==> src/rtl/palette_loader.sv <==
// Palette table loaded from a slow serial port clocked asynchronously to clk.
// Each 9-bit frame carries {index, colour}; writes are deferred to vertical blanking.
module palette_loader #(
    parameter int SYNC_STAGES = 2
) (
    input  logic       clk,
    input  logic       rst_n,
    input  logic       cfg_sclk,
    input  logic       cfg_sdata,
    input  logic       cfg_cs_n,
    input  logic       vblank,
    input  logic       defaults_req,
    input  logic [2:0] color_index,
    input  logic       white_background,
    output logic [5:0] rrggbb,
    output logic       busy,
    output logic       write_done,
    output logic       frame_err
);

    typedef enum logic [1:0] {
        IDLE    = 2'd0,
        SHIFT   = 2'd1,
        PENDING = 2'd2
    } state_t;

    localparam int SETTLE = SYNC_STAGES + 1;
    localparam int SW     = $clog2(SETTLE + 1);
    localparam logic [SW-1:0] SETTLE_MAX = SW'(SETTLE);

    function automatic logic [5:0] default_color(input logic [2:0] idx);
        logic [5:0] c;
        c = 6'b000000;
        case (idx)
            3'd0: c = 6'b001011;
            3'd1: c = 6'b110110;
            3'd2: c = 6'b101101;
            3'd3: c = 6'b111000;
            3'd4: c = 6'b110011;
            3'd5: c = 6'b111100;
            3'd6: c = 6'b110001;
            3'd7: c = 6'b111111;
            default: c = 6'b000000;
        endcase
        return c;
    endfunction

    logic [SYNC_STAGES-1:0] sclk_sync;
    logic [SYNC_STAGES-1:0] sdata_sync;
    logic [SYNC_STAGES-1:0] cs_sync;
    logic                   sclk_d;
    logic                   cs_d;

    // Select idles high, so its chain resets to 1 to avoid a false falling edge.
    always_ff @(posedge clk or negedge rst_n) begin
        if (!rst_n) begin
            sclk_sync  <= '0;
            sdata_sync <= '0;
            cs_sync    <= '1;
            sclk_d     <= 1'b0;
            cs_d       <= 1'b1;
        end else begin
            // NOTE: non-blocking assignments let every stage sample its predecessor's old value.
            sclk_sync  <= {sclk_sync[SYNC_STAGES-2:0], cfg_sclk};
            sdata_sync <= {sdata_sync[SYNC_STAGES-2:0], cfg_sdata};
            cs_sync    <= {cs_sync[SYNC_STAGES-2:0], cfg_cs_n};
            sclk_d     <= sclk_sync[SYNC_STAGES-1];
            cs_d       <= cs_sync[SYNC_STAGES-1];
        end
    end

    logic sclk_s, sdata_s, cs_s;
    assign sclk_s  = sclk_sync[SYNC_STAGES-1];
    assign sdata_s = sdata_sync[SYNC_STAGES-1];
    assign cs_s    = cs_sync[SYNC_STAGES-1];

    // A frame already running when reset lifts must not be picked up half-way:
    // only arm once the chain has flushed and the select is genuinely seen high.
    logic [SW-1:0] settle_cnt;
    logic          armed;

    always_ff @(posedge clk or negedge rst_n) begin
        if (!rst_n) begin
            settle_cnt <= '0;
            armed      <= 1'b0;
        end else if (settle_cnt != SETTLE_MAX) begin
            settle_cnt <= settle_cnt + 1'b1;
        end else if (cs_s) begin
            armed <= 1'b1;
        end
    end

    logic sclk_rise, cs_fall, cs_rise;
    assign sclk_rise = sclk_s & ~sclk_d;
    assign cs_fall   = armed & ~cs_s & cs_d;
    assign cs_rise   = cs_s & ~cs_d;

    state_t     state;
    logic [8:0] shift_reg;
    logic [3:0] bit_cnt;
    logic [2:0] pend_idx;
    logic [5:0] pend_col;
    logic [5:0] pal_q [8];

    always_ff @(posedge clk or negedge rst_n) begin
        if (!rst_n) begin
            state      <= IDLE;
            shift_reg  <= '0;
            bit_cnt    <= '0;
            pend_idx   <= '0;
            pend_col   <= '0;
            write_done <= 1'b0;
            frame_err  <= 1'b0;
            // NOTE: the palette is a small register array with defined power-up
            // contents, so it is reset here rather than left to a RAM.
            for (int i = 0; i < 8; i++) pal_q[i] <= default_color(3'(i));
        end else begin
            write_done <= 1'b0;
            frame_err  <= 1'b0;

            if (defaults_req) begin
                for (int i = 0; i < 8; i++) pal_q[i] <= default_color(3'(i));
            end

            case (state)
                IDLE: begin
                    if (cs_fall) begin
                        state     <= SHIFT;
                        shift_reg <= '0;
                        bit_cnt   <= '0;
                    end
                end
                SHIFT: begin
                    if (cs_rise) begin
                        if (bit_cnt == 4'd9) begin
                            pend_idx <= shift_reg[8:6];
                            pend_col <= shift_reg[5:0];
                            state    <= PENDING;
                        end else begin
                            frame_err <= 1'b1;
                            state     <= IDLE;
                        end
                    end else if (sclk_rise) begin
                        shift_reg <= {shift_reg[7:0], sdata_s};
                        bit_cnt   <= (bit_cnt == 4'd10) ? bit_cnt : bit_cnt + 4'd1;
                    end
                end
                PENDING: begin
                    // A coincident defaults reload takes the cycle; the write retries.
                    if (vblank && !defaults_req) begin
                        pal_q[pend_idx] <= pend_col;
                        write_done      <= 1'b1;
                        state           <= IDLE;
                    end
                end
                default: state <= IDLE;
            endcase
        end
    end

    assign busy   = (state == SHIFT) || (state == PENDING);
    assign rrggbb = (color_index == 3'd7 && white_background) ? 6'b000000 : pal_q[color_index];

endmodule

==> config.mk <==
export PLATFORM = sky130hd
export DESIGN_NAME = palette_loader
export DESIGN_NICKNAME = d
export VERILOG_FILES = /design/src/rtl/palette_loader.sv
export SDC_FILE = /design/constraint.sdc
export NUM_CORES = 1
export LEC_CHECK = 0
export CAP_MARGIN = 20
export CORE_UTILIZATION = 60
export CTS_CLUSTER_DIAMETER = 150
export DETAILED_ROUTE_END_ITERATION = 16
export MAX_ROUTING_LAYER = met4
export PLACE_DENSITY_LB_ADDON = 0.08
export SYNTH_ARGS = -nofsm -noshare
export SYNTH_HDL_FRONTEND = slang
export SYNTH_SLANG_ARGS = --single-unit
==> constraint.sdc <==
create_clock -name clk -period 2.1 [get_ports clk]
set_clock_uncertainty 0.05 [all_clocks]
set_input_delay 0.315 -clock clk [delete_from_list [all_inputs] [get_ports clk]]
set_output_delay 0.315 -clock clk [all_outputs]
set_load 0.005 [all_outputs]
==> Yosys cells after proc, flatten, opt, wreduce, memory -nomap -nowiden <==
Cells that the tools add are included.
{ "word_totals": {"regBits": 85, "input_bits": 11, "out_inout_bits": 9, "elab_cells": 90} }
{ "op_classes": {"n_addsub": 2, "magnitude_cmp": 3, "eq_ne": 12, "mux": 29, "n_bitwise": 10, "reduce_logical": 12} }
{ "op_table": {"columns": ["operator", "count"], "rows": [
  ["2-to-1 mux 48 bit", 3],
  ["bitwise mux 48 bit", 1],
  ["2-to-1 mux 9 bit", 3],
  ["2-to-1 mux 6 bit", 4],
  ["binary-select mux 6 bit (select 3 bit)", 1],
  ["demux 6 bit (select 3 bit)", 1],
  ["case mux 9 bit (2 select lines)", 1],
  ["2-to-1 mux 4 bit", 4],
  ["inequality test 2 bit (second input constant)", 7],
  ["== test 4 bit (second input constant)", 2],
  ["greater-or-equal comparator 4 bit (second input constant)", 2],
  ["2-to-1 mux 2 bit", 4],
  ["inverter 3 -> 4 bit", 2],
  ["case mux 4 bit (2 select lines)", 1],
  ["case mux 2 bit (3 select lines)", 1],
  ["AND reduction 3 bit", 2],
  ["2-to-1 mux 1 bit", 5],
  ["AND reduction 5 bit", 1],
  ["adder 4 x 1 -> 4 bit (second input constant)", 1],
  ["bitwise AND 1 bit", 4],
  ["less-than comparator 4 x 1 -> 1 bit (second input constant)", 1],
  ["inverter 1 bit", 4],
  ["AND reduction 4 bit", 1],
  ["== test 3 bit (second input constant)", 1],
  ["other kinds (9)", 11]
]} }

==> Longest topological paths before layout <==
Gate-level depths: netlist of the first run.
{ "depth": {"word_depth": 8, "mapped_depth": 7, "depth_no_buf": 6} }

==> Worst setup path after synthesis of the first run <==
No wires, ideal clock.
{ "synth_path": {"kind": "register to register", "from": "register state[1]", "to": "register pend_col[1]", "setup_time_ns": 0.125, "arrival_time_ns": 1.500, "required_ns": 1.925, "setup_slack_ns": 0.425, "stages_incl_launch_ff": 6, "n_path_buf": 0, "period_less_slack_ns": 1.675, "cell_sequence": "dfrtp_1 > inv_1 > ha_1 > nand2_1 > nor2_4 > mux2_2"} }
{ "synth_via": {"elab_chain_cells": 2} }
{ "synth_rtl": {"columns": ["element", "line", "text"], "rows": [
  ["start, declared", "98", "state_t state;"],
  ["start signal, assigned", "107", "state <= IDLE;"],
  ["start signal, assigned", "128", "state <= SHIFT;"],
  ["start signal, assigned", "138", "state <= PENDING;"],
  ["== test 2 x 1 -> 1 bit", "125", "case (state)"],
  ["AND reduction 3 bit (no line)", null, null],
  ["end signal, assigned", "137", "pend_col <= shift_reg[5:0];"],
  ["end, declared", "102", "logic [5:0] pend_col;"]
]} }
No other way between the ends.
A chain may end at the register's enable or synchronous reset.

==> Worst setup path in the final report of the first run <==
{ "layout_path": {"from": "input port color_index[1]", "to": "output port rrggbb[5]"} }
{ "layout_via": {"elab_chain_cells": 5, "word_cells_on_any_way": 7, "cone_classes": "eq/ne: 1; mux: 4; bitwise: 1; reduce/logical: 1"} }
{ "layout_rtl": {"columns": ["element", "line", "text"], "rows": [
  ["start, declared", "13", "input logic [2:0] color_index,"],
  ["inverter 3 -> 4 bit (implied by the code)", "162", "assign rrggbb = (color_index == 3'd7 && white_background) ? 6'b000000 : pal_q[color_index];"],
  ["binary-select mux 6 bit (select 3 bit)", "162", null],
  ["2-to-1 mux 6 bit (implied by the code) (2 in series)", "162", null],
  ["2-to-1 mux 6 bit (*)", "162", null],
  ["end, declared", "15", "output logic [5:0] rrggbb,"]
]} }
Mark *: on every way between the ends. The rest lies on a longest branch, timed or not. The select of a mux whose other input is x is not followed.

==> results of run 1 <==
## cell usage in the layout, fill, tap and decap left out, types with 2 or more instances in the layout
master | Yosys | routed
nand2b_1 | 12 | 12
nor2b_1 | 3 | 3
a21oi_1 | 16 | 16
nand3b_1 | 10 | 10
nor2_1 | 11 | 11
clkdlybuf4s50_1 | 0 | 10
clkbuf_1 | 10 | 3
buf_12 | 0 | 2
mux2_2 | 8 | 8
dfstp_2 | 34 | 34
nor3_1 | 15 | 15
dlygate4sd2_1 | 0 | 3
o21ai_0 | 48 | 48
or3_1 | 2 | 2
clkdlybuf4s15_1 | 0 | 3
clkbuf_8 | 0 | 9
a22oi_1 | 2 | 2
nand2_1 | 21 | 21
buf_4 | 1 | 19
mux2i_1 | 15 | 14
inv_1 | 16 | 16
nand3_1 | 3 | 3
xnor2_1 | 2 | 2
and4_2 | 7 | 7
ha_1 | 8 | 8
mux4_2 | 12 | 12
a21o_1 | 7 | 7
dfrtp_1 | 51 | 51
## critical path, cell delays in order
cell and delay [ps]:
buf_2 140, bufbuf_16 270, mux4_2 490, mux2i_1 140
nor2_1 50, dlygate4sd2_1 260
## routing by layer
metal	up-vias	GRT usage, %
li1	1248	-
met1	1311	32.8
met2	77	40.8
met3	17	4.57
met4	0	12.7
met5	-	-
## stage by stage
step           worst slack (ps)  TNS [ps]  std cells  hold slack (ps)
3_5_place_dp               -464     -2440        428              235
5_1_grt                    1.49         0        451              302
6_report                   69.5         0        451              307
4_1_cts                    17.6         0        449              305
2_1_floorplan               425         0        334            -30.6
3_3_place_gp               -446     -2350        428              234
## final timing paths
| check | start | to | slack, ps | cells after the start |
|---|---|---|---|---|
| max | color_index[1] | rrggbb[5] | 70 | 6 |
| min | sclk_sync[0]$_DFF_PN0_ | sclk_sync[1]$_DFF_PN0_ | 310 | 0 |
| max reg2reg | state[0]$_DFFE_PN0P_ | pal_q[44]$_DFF_PN0_ | 160 | 6 |
| min reg2reg | sclk_sync[0]$_DFF_PN0_ | sclk_sync[1]$_DFF_PN0_ | 310 | 0 |
| max in group asynchronous | rst_n | bit_cnt[1]$_DFFE_PN0P_ | 970 | 3 |
| min in group asynchronous | rst_n | pal_q[46]$_DFF_PN0_ | 400 | 2 |
## kinds of logic (layout without fill, tap and decap cells)
family / after synthesis / after routing
buffers and inverters: 34 / 74
AO/OA/AOI/OAI: 75 / 75
adder cells (fa/ha/maj): 8 / 8
AND/OR/NAND/NOR: 94 / 94
multiplexers: 35 / 35
XOR/XNOR: 3 / 3
flip-flops: 85 / 85
## synth_stat cells, types with 2 or more instances
master,instances,area (µm²)
a21o_1,7,52.6
a21oi_1,16,80.1
a22oi_1,2,15.0
and4_2,7,70.1
buf_2,5,25.0
clkbuf_1,10,37.5
dfrtp_1,51,1280
dfstp_2,34,893
ha_1,8,100
inv_1,16,60.1
mux2_2,8,90.1
mux2i_1,15,150
mux4_2,12,270
nand2_1,21,78.8
nand2b_1,12,75.1
nand3_1,3,15.0
nand3b_1,10,75.1
nor2_1,11,41.3
nor2b_1,3,18.8
nor3_1,15,75.1
o21ai_0,48,240
or3_1,2,12.5
xnor2_1,2,17.5
## power by group
group / total [mW] / internal, mW / switching, mW
clock network: 1.18 / 0.624 / 0.554
registers: 1.77 / 1.71 / 0.0554
logic: 0.652 / 0.291 / 0.361
total: 3.60 / 2.63 / 0.970
## area by class of cell
type                            instances  area (µm²)  area share [%]
Clock buffer                           13         160            3.48
Inverter                               16        60.1            1.31
Sequential cell                        85        2170            47.2
Tap cell                               77        96.3            2.10
Clock inverter                          3        43.8           0.953
Timing Repair Buffer                   42         403            8.77
Multi-Input combinational cell        215        1660            36.2
## timing repair
item / in CTS / in global routing
gates resized for setup: 13 / 5
gates cloned: 1 / 0
hold buffers: 1 / 0
buffers inserted: 3 / 2
setup endpoints to repair: 6 / 4
pin swaps: 0 / 0
endpoints found under the hold margin: 20 / 0
==> reports/metrics.cfg, run 1 <==
[sta]
min_period_ps = 2030
setup_viol = 0
slew_headroom_pct = 65.7
worstMarginPinSlew_ps = 515
fmax_mhz = 492
slew_violations = 0
finalCritPeriodShare_pct = 96.7
hold_viol = 0
rsz0062_at_grt = false

[cells_and_area]
layout-drive-gt1-share_pct = 29.4
area_delta_synth_final_pct = 15.8
final_nets = 388
fin_util_pct = 72.4
largest_register_ff_count = 48
fillers = 452
final_cell_area_um2 = 4600
diodes = 0

[global_route]
grt_max_degree = 49
antenna_found_initial = 0
grt_pass1_wl_mm = 13.5
first_global_vias = 2710
overflow = 0
grtUsageTotal_pct = 25.9

[synthesis]
yosysUniqueCellTypes = 39
async_flop_share_pct = 100
synth_nets = 353
synth_fa_ha_area_share_pct = 2.52
synth_top_family_by_area = simple AND/OR/NAND/NOR gates
ys_seq_area_share_pct = 54.7
synth_flop_cell = dfrtp_1
netlist_area_um2 = 3970
synth_seq_cells = 85
synthMuxAreaShare_pct = 12.9
synth_compound_area_share_pct = 10.7
synth_xor_xnor_area_share_pct = 0.662
synthSimpleGateAreaFrac_pct = 15.1
synth_edf_count = 0
avgSynthCellArea_um2 = 11.9
yosysWarnings = 0
postSynthCellCount = 334

[cts]
clkTransAtPathRegs_ps = 80
clock-root-buffer = clkbuf_8
clk_path_buf_depth = 2
cts_tree = yes
worstSkewPairLatency_ps = 350
numCtsBuffers = 9
htree_levels = 3
clock_sinks = 85

[drt]
wl_met3_um = 345
drc = 0
met1_length_mm = 3.39
vias = 2653
vias_per_cell = 5.88
top_layer_used = met4
drtIter0Drc = 223
drt-pass1-iter-count = 4
wl_met2_mm = 3.93
wl_mm = 7.85
post_drt_wl_per_cell_um = 17.4
drtAntennaViolNets = 0

[setup_path]
setup.worst_path.start_class = primary input
cp-end-kind = output port
cp.arrival_ps = 1670
required_ps = 1740
critical_path_class = primary input to output port
path_max_fanout = 5

[floorplanning]
core_area_um2 = 6350
die_h_um = 83.3
initial_core_util_pct = 62.5
rows = 29
io_pins = 20
dieArea_um2 = 6940
die_width_um = 83.3

[power_and_ir_drop]
p_leak_nw = 1.99
ir_drop_v = 0.000677
pwr_density_cell_nw_per_um2 = 783
p_total_mw = 3.60

[placed_design]
placed_area_um2 = 4320
port_buffers = 19
gp_congestion = 0.846
hpwl_mm = 5.44

[min_path]
hold_class = flop to flop

[flow_run]
maxCapViolations = 0

[run_status]
outcome = complete, no violations

(Power assumes the default switching activity.)
==> run 2: changes to the inputs <==
==> constraint.sdc (replaced) <==
create_clock -name clk -period 1.9 [get_ports clk]
set_clock_uncertainty 0.05 [all_clocks]
set_input_delay 0.285 -clock clk [delete_from_list [all_inputs] [get_ports clk]]
set_output_delay 0.285 -clock clk [all_outputs]
set_load 0.005 [all_outputs]
==> reports/metrics.cfg, run 2 (synthesized netlist as in run 1, its figures left out) <==
[run_status]
outcome = finished with violations
violations = negative setup slack

[power_and_ir_drop]
p_sw_share_pct = 28.1
ir_drop_v = 0.000592
power_switching_mw = 1.10
power_frac_seq_pct = 49.8
p_total_mw = 3.92
power_frac_clock_pct = 28.8
pwr_density_cell_nw_per_um2 = 839
p_leak_nw = 2.05
comb_power_share_pct = 21.4
intPower_mw = 2.81

[placed_design]
placed_area_um2 = 4380
hpwl_mm = 5.39
port_buffers = 19
post-place-ws_ps = -590
gp_congestion = 0.779

[setup_path]
path_max_fanout = 2
timing.rr.start = state[0]$_DFFE_PN0P_
required_ps = 1560
cp.arrival_ps = 1580
setup.worst_path.start_class = flop
crit_path_start = pal_q[24]$_DFF_PN0_
cp-end-kind = output port
critical_path_class = flop to output port

[cells_and_area]
diodes = 0
fin_util_pct = 73.5
area_delta_synth_final_pct = 17.6
layout-drive-gt1-share_pct = 34.2
layout_commonest_cell = dfrtp_1
final_cell_area_um2 = 4670
final_nets = 403
final_cell_mix = dfrtp_1 (51), o21ai_0 (48), dfstp_2 (34), buf_4 (32), nand2_1 (21)
largest_register_ff_count = 48

[sta]
slew_headroom_pct = 69.9
min_period_ps = 1920
hold_viol = 0
setup_viol = 2
rsz0062_at_grt = true
whs_ps = 280
fmax_mhz = 521
worstMarginPinSlew_ps = 451
slew_violations = 0
fin_ws_ps = -19.1
finalCritPeriodShare_pct = 101

[floorplanning]
rows = 29
dieArea_um2 = 6940
io_pins = 20
core_area_um2 = 6350
die_h_um = 83.3
die_width_um = 83.3
initial_core_util_pct = 62.5

[global_route]
grt_pass1_wl_mm = 13.7
first_global_vias = 2782
grt_max_degree = 49
antenna_found_initial = 0
overflow = 0
grtUsageTotal_pct = 26.1

[cts]
clock_sinks = 85
numCtsBuffers = 9
clock-root-buffer = clkbuf_8
cts_tree = yes
clk_path_buf_depth = 2
htree_levels = 3
clkTransAtPathRegs_ps = 80
worstSkewPairLatency_ps = 350

[drt]
drtAntennaViolNets = 0
drt-pass1-iter-count = 4
vias = 2712
drtIter0Drc = 217
post_drt_wl_per_cell_um = 17.0
wl_mm = 7.95
drc = 0
vias_per_cell = 5.82

[min_path]
hold_class = primary input to flop
min-delay-start = cfg_cs_n

[flow_run]
maxCapViolations = 0

-- run 2: final cells by class --
class                   instances  area, µm²
flip-flops and latches         85       2170
fillers                       445       1680
multi-input cells             215       1670
repair buffers                 57        504
clock buffers                  12        145
well taps                      77       96.3
inverters                      16       60.1
clock inverters                 4       23.8
-- run 2: stage by stage --
step | cells | TNS [ps]
floorplan | 334 | 0
global placement | 436 | -3160
detailed placement | 436 | -3260
CTS | 464 | -117
global route | 466 | -343
finish | 466 | -25.1
-- run 2: power groups by stage --
stage	Combinational, mW	Clock, mW	Sequential [mW]
floorplan	0.481	0	1.97
global placement	0.751	0	1.98
detailed placement	0.774	0	1.98
CTS	0.850	1.15	1.95
global route	0.927	1.22	1.96
finish	0.840	1.13	1.95
-- run 2: timing repair --
item                                    in CTS  in global routing
pin swaps                                    3                  3
hold buffers                                 1                  0
gates resized for setup                     31                  4
setup buffers                               10                  2
hold endpoints to repair                    14                  0
gates cloned                                 1                  0
endpoints found under the setup margin       8                  8
-- run 2: final timing paths --
path / end / cells after the start / slack, ps
worst max-delay path: rrggbb[0] / 4 / -20
worst min-delay path: cs_sync[0]$_DFF_PN1_ / 1 / 280
worst max register to register: shift_reg[4]$_DFFE_PN0P_ / 7 / 120
worst min register to register: sclk_sync[1]$_DFF_PN0_ / 0 / 300
max in group asynchronous: pal_q[43]$_DFF_PN1_ / 3 / 840
min in group asynchronous: pal_q[46]$_DFF_PN0_ / 2 / 360
-- run 2: critical path, stage by stage, from the launching register on --
cell     delay (ps)
dfrtp_1         400
mux4_2          480
mux2i_1         180
nor2_1           50
buf_2           120
-- run 2: metal layers --
| metal | GRT usage [%] | wire length (µm) | vias up |
|---|---|---|---|
| li1 | - | - | 1286 |
| met1 | 33.9 | 3520 | 1355 |
| met2 | 41.7 | 3990 | 59 |
| met3 | 3.38 | 282 | 12 |
| met4 | 11.0 | 148 | 0 |
| met5 | - | 0 | - |
==> run 3: changes to the inputs <==
--- a/config.mk
+++ b/config.mk
@@ -9,6 +9,7 @@
 export CORE_UTILIZATION = 60
 export CTS_CLUSTER_DIAMETER = 150
 export DETAILED_ROUTE_END_ITERATION = 16
+export GPL_ROUTABILITY_DRIVEN = 0
 export MAX_ROUTING_LAYER = met4
 export PLACE_DENSITY_LB_ADDON = 0.08
 export SYNTH_ARGS = -nofsm -noshare
==> results of run 3 <==
Same layout as run 2: the final DEF is identical, and so are final timing and power.
